### src/rtl/gbdt_round_ctrl.sv
// gbdt_round_ctrl
// ----------------------------------------------------------------------------
// Round controller for a gradient-boosted decision tree inference engine.
// A host start request launches the tree walker from node address 0. Leaf
// values are accumulated into a saturating signed score while the walker runs.
// The score is then presented to the host with a valid/ready handshake.
//
// Optional feature (macro GBDT_WATCHDOG_EN): a WALK-cycle watchdog. It aborts
// a round after WDOG_CYCLES walk cycles without a finishing leaf and raises
// err_timeout. Without the macro, err_timeout is tied low and no counter exists.
//
// Ports:
//   gbdt_clk, gbdt_rst_n  clock (rising edge), async active-low reset
//   start_req / start_ack host start request / one-cycle acceptance pulse
//   walk_enable/walk_done tree-walker control
//   is_leaf, leaf_val,    per-cycle node data from tree RAM (valid in WALK)
//   finish_condition
//   score, score_valid,   accumulated result and handshake
//   score_ready
//   tree_cnt              leaves accumulated this round (saturating)
//   score_sat             sticky clamp flag for this round
//   busy                  controller not idle
//   err_timeout           watchdog fired this round
// ----------------------------------------------------------------------------
module gbdt_round_ctrl #(
  parameter int unsigned SCORE_W     = 20,
  parameter int unsigned TREE_CNT_W  = 10,
  parameter int unsigned WDOG_CYCLES = 4096
) (
  input  logic                  gbdt_clk,
  input  logic                  gbdt_rst_n,
  input  logic                  start_req,
  output logic                  start_ack,
  output logic                  walk_enable,
  output logic                  walk_done,
  input  logic                  is_leaf,
  input  logic [15:0]           leaf_val,
  input  logic                  finish_condition,
  output logic [SCORE_W-1:0]    score,
  output logic                  score_valid,
  input  logic                  score_ready,
  output logic [TREE_CNT_W-1:0] tree_cnt,
  output logic                  score_sat,
  output logic                  busy,
  output logic                  err_timeout
);

  typedef enum logic [1:0] {
    S_IDLE,
    S_LAUNCH,
    S_WALK,
    S_OUT
  } state_e;

  localparam logic [SCORE_W-1:0] ScoreMax = {1'b0, {(SCORE_W-1){1'b1}}};
  localparam logic [SCORE_W-1:0] ScoreMin = {1'b1, {(SCORE_W-1){1'b0}}};

  state_e                  state_q, state_d;
  logic [SCORE_W-1:0]      score_q, score_d;
  logic [TREE_CNT_W-1:0]   cnt_q, cnt_d;
  logic                    sat_q, sat_d;
  logic [SCORE_W:0]        sum;
  logic                    pos_ovf, neg_ovf;
  logic                    wdog_expire;

  // One guard bit is enough: a single 16-bit leaf cannot overflow by more
  // than one bit of a score at least 16 bits wide.
  assign sum     = {score_q[SCORE_W-1], score_q}
                 + {{(SCORE_W+1-16){leaf_val[15]}}, leaf_val};
  assign pos_ovf = (sum[SCORE_W:SCORE_W-1] == 2'b01);
  assign neg_ovf = (sum[SCORE_W:SCORE_W-1] == 2'b10);

  always_comb begin
    state_d   = state_q;
    score_d   = score_q;
    cnt_d     = cnt_q;
    sat_d     = sat_q;
    start_ack = 1'b0;
    unique case (state_q)
      S_IDLE: begin
        if (start_req && gbdt_rst_n) begin
          start_ack = 1'b1;
          state_d   = S_LAUNCH;
          score_d   = '0;
          cnt_d     = '0;
          sat_d     = 1'b0;
        end
      end
      S_LAUNCH: state_d = S_WALK;
      S_WALK: begin
        if (is_leaf) begin
          if (pos_ovf) begin
            score_d = ScoreMax;
            sat_d   = 1'b1;
          end else if (neg_ovf) begin
            score_d = ScoreMin;
            sat_d   = 1'b1;
          end else begin
            score_d = sum[SCORE_W-1:0];
          end
          if (cnt_q != '1) cnt_d = cnt_q + 1'b1;
          if (finish_condition) state_d = S_OUT;
        end
        if (wdog_expire) state_d = S_OUT;
      end
      S_OUT: begin
        // A simultaneous start_req is deliberately not accepted here.
        if (score_ready) state_d = S_IDLE;
      end
      default: state_d = S_IDLE;
    endcase
  end

  always_ff @(posedge gbdt_clk or negedge gbdt_rst_n) begin
    if (!gbdt_rst_n) begin
      state_q <= S_IDLE;
      score_q <= '0;
      cnt_q   <= '0;
      sat_q   <= 1'b0;
    end else begin
      state_q <= state_d;
      score_q <= score_d;
      cnt_q   <= cnt_d;
      sat_q   <= sat_d;
    end
  end

`ifdef GBDT_WATCHDOG_EN
  localparam int unsigned WdogW = $clog2(WDOG_CYCLES + 1);

  logic [WdogW-1:0] wdog_q, wdog_d;
  logic             err_q, err_d;

  // wdog_q holds the number of WALK cycles already completed, so the
  // WDOG_CYCLES-th walk cycle is the one that sees WDOG_CYCLES-1.
  assign wdog_expire = (state_q == S_WALK)
                    && (wdog_q == WdogW'(WDOG_CYCLES - 1))
                    && !(is_leaf && finish_condition);

  always_comb begin
    wdog_d = wdog_q;
    err_d  = err_q;
    if (state_q == S_LAUNCH) wdog_d = '0;
    else if (state_q == S_WALK) wdog_d = wdog_q + 1'b1;
    if (start_ack) err_d = 1'b0;
    else if (wdog_expire) err_d = 1'b1;
  end

  always_ff @(posedge gbdt_clk or negedge gbdt_rst_n) begin
    if (!gbdt_rst_n) begin
      wdog_q <= '0;
      err_q  <= 1'b0;
    end else begin
      wdog_q <= wdog_d;
      err_q  <= err_d;
    end
  end

  assign err_timeout = err_q;
`else
  logic unused_wdog_cfg;
  assign unused_wdog_cfg = ^WDOG_CYCLES;
  assign wdog_expire     = 1'b0;
  assign err_timeout     = 1'b0;
`endif

  assign walk_enable = (state_q == S_LAUNCH) || (state_q == S_WALK);
  assign walk_done   = (state_q != S_WALK);
  assign busy        = (state_q != S_IDLE);
  assign score_valid = (state_q == S_OUT);
  assign score       = score_q;
  assign tree_cnt    = cnt_q;
  assign score_sat   = sat_q;

endmodule
### config.mk
export PLATFORM = sky130hd
export DESIGN_NAME = gbdt_round_ctrl
export DESIGN_NICKNAME = d
export VERILOG_FILES = /design/src/rtl/gbdt_round_ctrl.sv
export SDC_FILE = /design/constraint.sdc
export NUM_CORES = 1
export LEC_CHECK = 0
export BUFFER_PORTS_ARGS = -buffer_cell sky130_fd_sc_hd__buf_2
export CAP_MARGIN = 10
export CORE_MARGIN = 2
export CORE_UTILIZATION = 25
export CTS_CLUSTER_SIZE = 8
export DETAILED_ROUTE_END_ITERATION = 12
export GPL_ROUTABILITY_DRIVEN = 0
export PLACE_DENSITY_LB_ADDON = 0.2
export SYNTH_ARGS = -nofsm -noshare
export SYNTH_HDL_FRONTEND = slang
export SYNTH_SLANG_ARGS = --single-unit
### constraint.sdc
create_clock -name gbdt_clk -period 4.7 [get_ports gbdt_clk]
set_input_delay 0.47 -clock gbdt_clk [delete_from_list [all_inputs] [get_ports gbdt_clk]]
set_output_delay 0.47 -clock gbdt_clk [all_outputs]
set_load 0.1 [all_outputs]
Word-level counts from Yosys, hierarchy flattened

Index checks and enable logic that the tools add are counted.

Multiplexer cells: 21
Reduce and logical (&&, ||, !) cells: 9
Equal/unequal tests: 13
Add/sub/neg operators: 2

Operators with widths:

| cell                                                             | count |
|---|---|
| 20-bit 2-to-1 mux                                                | 4 |
| 20-bit one-hot mux with 2 select lines                           | 1 |
| 10-bit 2-to-1 mux                                                | 3 |
| 20-bit by 16-bit adder with 21-bit output                        | 1 |
| 10-bit one-hot mux with 2 select lines                           | 1 |
| 4-bit AND reduction                                              | 3 |
| 10-bit by 1-bit adder with 10-bit output (second input constant) | 1 |
| 10-bit != test (second input constant)                           | 1 |
| 2-bit != test (second input constant)                            | 5 |
| 2-bit 2-to-1 mux                                                 | 4 |
| 2-bit one-hot mux with 4 select lines                            | 1 |
| 2-bit == test (second input constant)                            | 3 |
| 1-bit 2-to-1 mux                                                 | 6 |
| 2-bit by 1-bit == test with 1-bit output (second input constant) | 2 |
| 2-bit nonzero test                                               | 2 |
| 3-bit != test (second input constant)                            | 1 |
| 3-bit AND reduction                                              | 1 |
| 2-bit logical NOT                                                | 1 |
| 2-bit by 1-bit != test with 1-bit output (second input constant) | 1 |
| 1-bit one-hot mux with 2 select lines                            | 1 |
| 1-bit logical AND                                                | 1 |
| 1-bit logical OR                                                 | 1 |

Bits of input ports: 22
Register bits after elaboration: 33
Logic and storage cells: 49
Output and inout bits: 37

Longest topological paths before layout

Depth after elaboration: 6
Depth in mapped cells: 16
Gate-level depth less buffers: 15

Least setup slack after synthesis

Ideal clock, no wire load.

Path type: reg2reg
Start: register score_q[0], in the netlist score[0]
End: register score_q[16], in the netlist score[16]
Path slack: 0.452 ns
Clock period less this slack: 4.248 ns
Arrival: 4.180 ns
Setup time: 0.068 ns
Buffers on the path: 0
Required time: 4.632 ns
Stages on the path, launching flop included: 16
Cell sequence: dfrtp_1 > ha_1 > inv_1 > fa_1 > and2b_1 > o2111ai_1 > a211o_1 > a21o_1 > a211oi_2 > o2bb2ai_1 > ha_1 > or3_1 > or3_1 > a211oi_1 > a311oi_1 > nand2_1

Longest elaborated chain between the ends: 6
Elaborated cells between the ends (all ways): 7
Those cells by class: add/sub: 1; eq/ne: 2; mux: 4

Ends and longest elaborated chain:

| what                                          | line | RTL |
|---|---|---|
| start: declaration                            | 59   | `logic [SCORE_W-1:0] score_q, score_d;` |
| start signal: assignment                      | 122  | `score_q <= score_d;` |
| 20-bit by 16-bit adder with 21-bit output (*) | 69   | `+ {{(SCORE_W+1-16){leaf_val[15]}}, leaf_val};` |
| 2-bit == test                                 | 71   | `assign neg_ovf = (sum[SCORE_W:SCORE_W-1] == 2'b10);` |
| 20-bit 2-to-1 mux                             | 95   | `end else if (neg_ovf) begin` |
| 20-bit 2-to-1 mux (*)                         | 92   | `if (pos_ovf) begin` |
| 20-bit 2-to-1 mux (*)                         | 91   | `if (is_leaf) begin` |
| 20-bit one-hot mux with 2 select lines (*)    | 79   | `unique case (state_q)` |

Every way passes the cells marked *; elsewhere a longest branch is shown, timed or not. The select of a mux whose other input is x is not followed.
A chain may end at the register's enable or synchronous reset.

Worst setup path after layout

Same ends and word-level chain as after synthesis.

==> run_results.csv <==
group,metric,value,unit
sta,fin_crit_sh,81.8,%
sta,maxSlewViolCount,0,
synth,ys_seq_area_share,31.1,%
floorplan,design.core.area,10300,um^2
sta,setup-violations-final,0,
cts,cts_root_buf,"clkbuf_8",
cts,cts_buffer_depth,2,
grt,antenna_found_initial,0,
status,outcome,"finished clean",
worst_setup_path,crit_path_end_kind,"flip-flop",
cts,ctsResizeCount,0,
synth,synth_seq_cells,33,
layout,areaGrowthSynthToFinish,21.4,%
placed_design,dpl-instance-area,3090,um^2
sta,final.setup.worst_slack,0.855,ns
cts,postCtsSetupRepairBufs,0,
power,p_leak,1.67,nW
detailed_routing,vias,2480,
floorplan,dieArea,11500,um^2
power,power.total,2.41,mW
layout,layout.cells.non_filler,506,
synth,synth.most_common_cell,"dfrtp_1",
run,maxCapViolCount,0,
synth,ys.flop_type,"dfrtp_1",
floorplan,die_w,107,um
detailed_routing,drc_errors,0,
grt,grt_max_degree,35,
detailed_routing,ant_nets,0,
floorplan,die_h,107,um
cts,cts_hold_buf,0,
detailed_routing,highest_layer,"met4",
synth,yosysTopAreaCell,"dfrtp_1",
grt,grtUsageTotal,13.4,%
layout,diodes,0,
placed_design,dp.cells,498,
detailed_routing,dr_wl_met2,3260,um
cts,clock_latency,0.28,ns
hold_path,hp-class,"input port to asynchronous set/reset pin",
detailed_routing,vias_per_cell,4.90,
synth,synthTopCellsByCount,"33 x dfrtp_1, 30 x nand2_1, 28 x a21oi_1",
worst_setup_path,path_max_fanout,5,
power,powerDensity,749,nW/um^2
placed_design,io_buffers,57,
sta,setup_tns,0,ns
placed_design,dpl_worst_slack,0.705,ns
grt,grt_pass1_vias,2474,
worst_setup_path,critPathLaunchType,"flip-flop",
sta,worstMarginPinSlew,0.922,ns
sta,hold_viol_final,0,
floorplan,row_count,37,
synth,synthCells,313,
worst_setup_path,criticalPathCategory,"flip-flop to flip-flop",
synth,synth.distinct_cells,55,
layout,ff_latch_area,826,um^2
cts,clk_transition_reported_paths,0.08,ns
floorplan,num_io_pins,59,
sta,rsz0062_at_grt,"false",
cts,cts_buffers,5,
detailed_routing,drt_first_pass_iters,4,
detailed_routing,route.layer.met1.wl,3710,um
cts,cts_sinks,33,
layout,nFillCells,1125,
sta,fmax,0.260,GHz
synth,yosys_warnings,0,
synth,syn_nets,363,
layout,fin_area,3220,um^2
detailed_routing,met3_length,310,um
synth,synthTopCellsByArea,"dfrtp_1 31%, ha_1 13%, a21oi_1 5.3%",
sta,fin_crit,3.85,ns
detailed_routing,wl_per_cell,14.6,um
worst_setup_path,required,4.92,ns
sta,max_slew_margin,38.5,%
synth,ys_async_sr_fraction,100,%
detailed_routing,wirelength,7370,um
placed_design,dp_hpwl,5580,um
grt,grt_overflow,0,
synth,yosysTopAreaCellShare,31.1,%
cts,cts_tree,"built",
power,peakVddDrop,0.500,mV
synth,synth.avg_cell_area,8.47,um^2
layout,multi_input_area,1720,um^2
worst_setup_path,worst_ep_arrival_time,4.07,ns
layout,drive_gt1_share,20.8,%
detailed_routing,dr.first_iter.drc_count,101,
synth,synth_enable_flop_cells,0,
grt,grt_pass1_wl,12300,um
sta,fin_skew,0.00670,ns
layout,fin_nets,419,
cts,htree_levels,2,
synth,netlist_area,2650,um^2
floorplan,start_util,25.7,%
worst_setup_path,r2r_slack,0.85,ns
-- final cells by class --
type                       count  area share (%)
multi-input combinational    252            53.3
sequential                    33            25.6
timing repair buffer          61            9.79
tap                          136            5.28
clock buffer                   5            2.14
clock inverter                 3            2.02
inverter                      16            1.86
-- cell families (layout without fill, tap and decap cells) --
| logic type | after synthesis | in the layout | share of synthesized area, % |
|---|---|---|---|
| flip-flops | 33 | 33 | 31.1 |
| AND/OR/NAND/NOR | 105 | 105 | 19.1 |
| XOR/XNOR | 17 | 17 | 5.61 |
| other | 1 | 1 | 0.141 |
| AO/OA/AOI/OAI | 97 | 97 | 24.8 |
| buffers and inverters | 28 | 85 | 4.20 |
| multiplexers | 4 | 4 | 1.56 |
| adder cells (fa/ha/maj) | 28 | 28 | 13.5 |
-- metrics by stage --
step	utilization, %	hold WS [ns]
floorplan	-	0.174
finish	31.2	0.325
detailed placement	29.9	0.499
global placement	29.9	0.492
global route	31.2	0.353
CTS	31.2	0.334
-- path summary, 6_finish.rpt --
path,start,end,cells after the start
min in group gbdt_clk,score[19]$_DFFE_PN0P_,score[19]$_DFFE_PN0P_,2
worst min register to register,score[19]$_DFFE_PN0P_,score[19]$_DFFE_PN0P_,2
max in group asynchronous,gbdt_rst_n,tree_cnt[1]$_DFFE_PN0P_,2
worst max-delay path,score[0]$_DFFE_PN0P_,score[16]$_DFFE_PN0P_,15
worst max register to register,score[0]$_DFFE_PN0P_,score[16]$_DFFE_PN0P_,15
worst min-delay path,gbdt_rst_n,score[9]$_DFFE_PN0P_,2
-- flip-flops by register name (all words and copies together) (netlist names) --
| signal | cells |
|---|---|
| state_q | 2 |
| tree_cnt | 10 |
| score | 20 |
| score_sat | 1 |
-- metal layers --
layer / track usage, % / vias to the layer above
met3: 2.43 / 6
met4: 3.06 / 0
met5: 0 / -
li1: - / 1245
met1: 18.9 / 1161
met2: 21.2 / 68
-- placed cells by master, fill, tap and decap left out, types with 6 or more instances in the layout --
cell     count
buf_2       57
dfrtp_1     33
nand2_1     30
a21oi_1     28
nor2_1      27
ha_1        27
o21ai_0     19
inv_1       16
a21o_1      13
nor3_1       9
xor2_1       9
nand3_1      8
xnor2_1      8
nand4_1      6
and3_1       6
-- worst max-delay path: stages (launching register included) --
cell and delay [ns]:
dfrtp_1 0.38, ha_1 0.18, inv_1 0.05, fa_1 0.38
and2b_1 0.25, o2111ai_1 0.18, a211o_1 0.39, a21o_1 0.22
a211oi_2 0.28, o2bb2ai_1 0.10, ha_1 0.24, or3_1 0.40
or3_1 0.34, a211oi_1 0.23, a311oi_1 0.07, nand2_1 0.08
-- power by group --
group / total, mW / leakage (nW) / switching (mW) / internal (mW)
clock: 0.325 / 0.0681 / 0.114 / 0.211
combinational: 1.63 / 1.16 / 1.26 / 0.375
sequential: 0.454 / 0.439 / 0.0788 / 0.375
total: 2.41 / 1.67 / 1.45 / 0.961
Power figures use the tool's default switching activity.
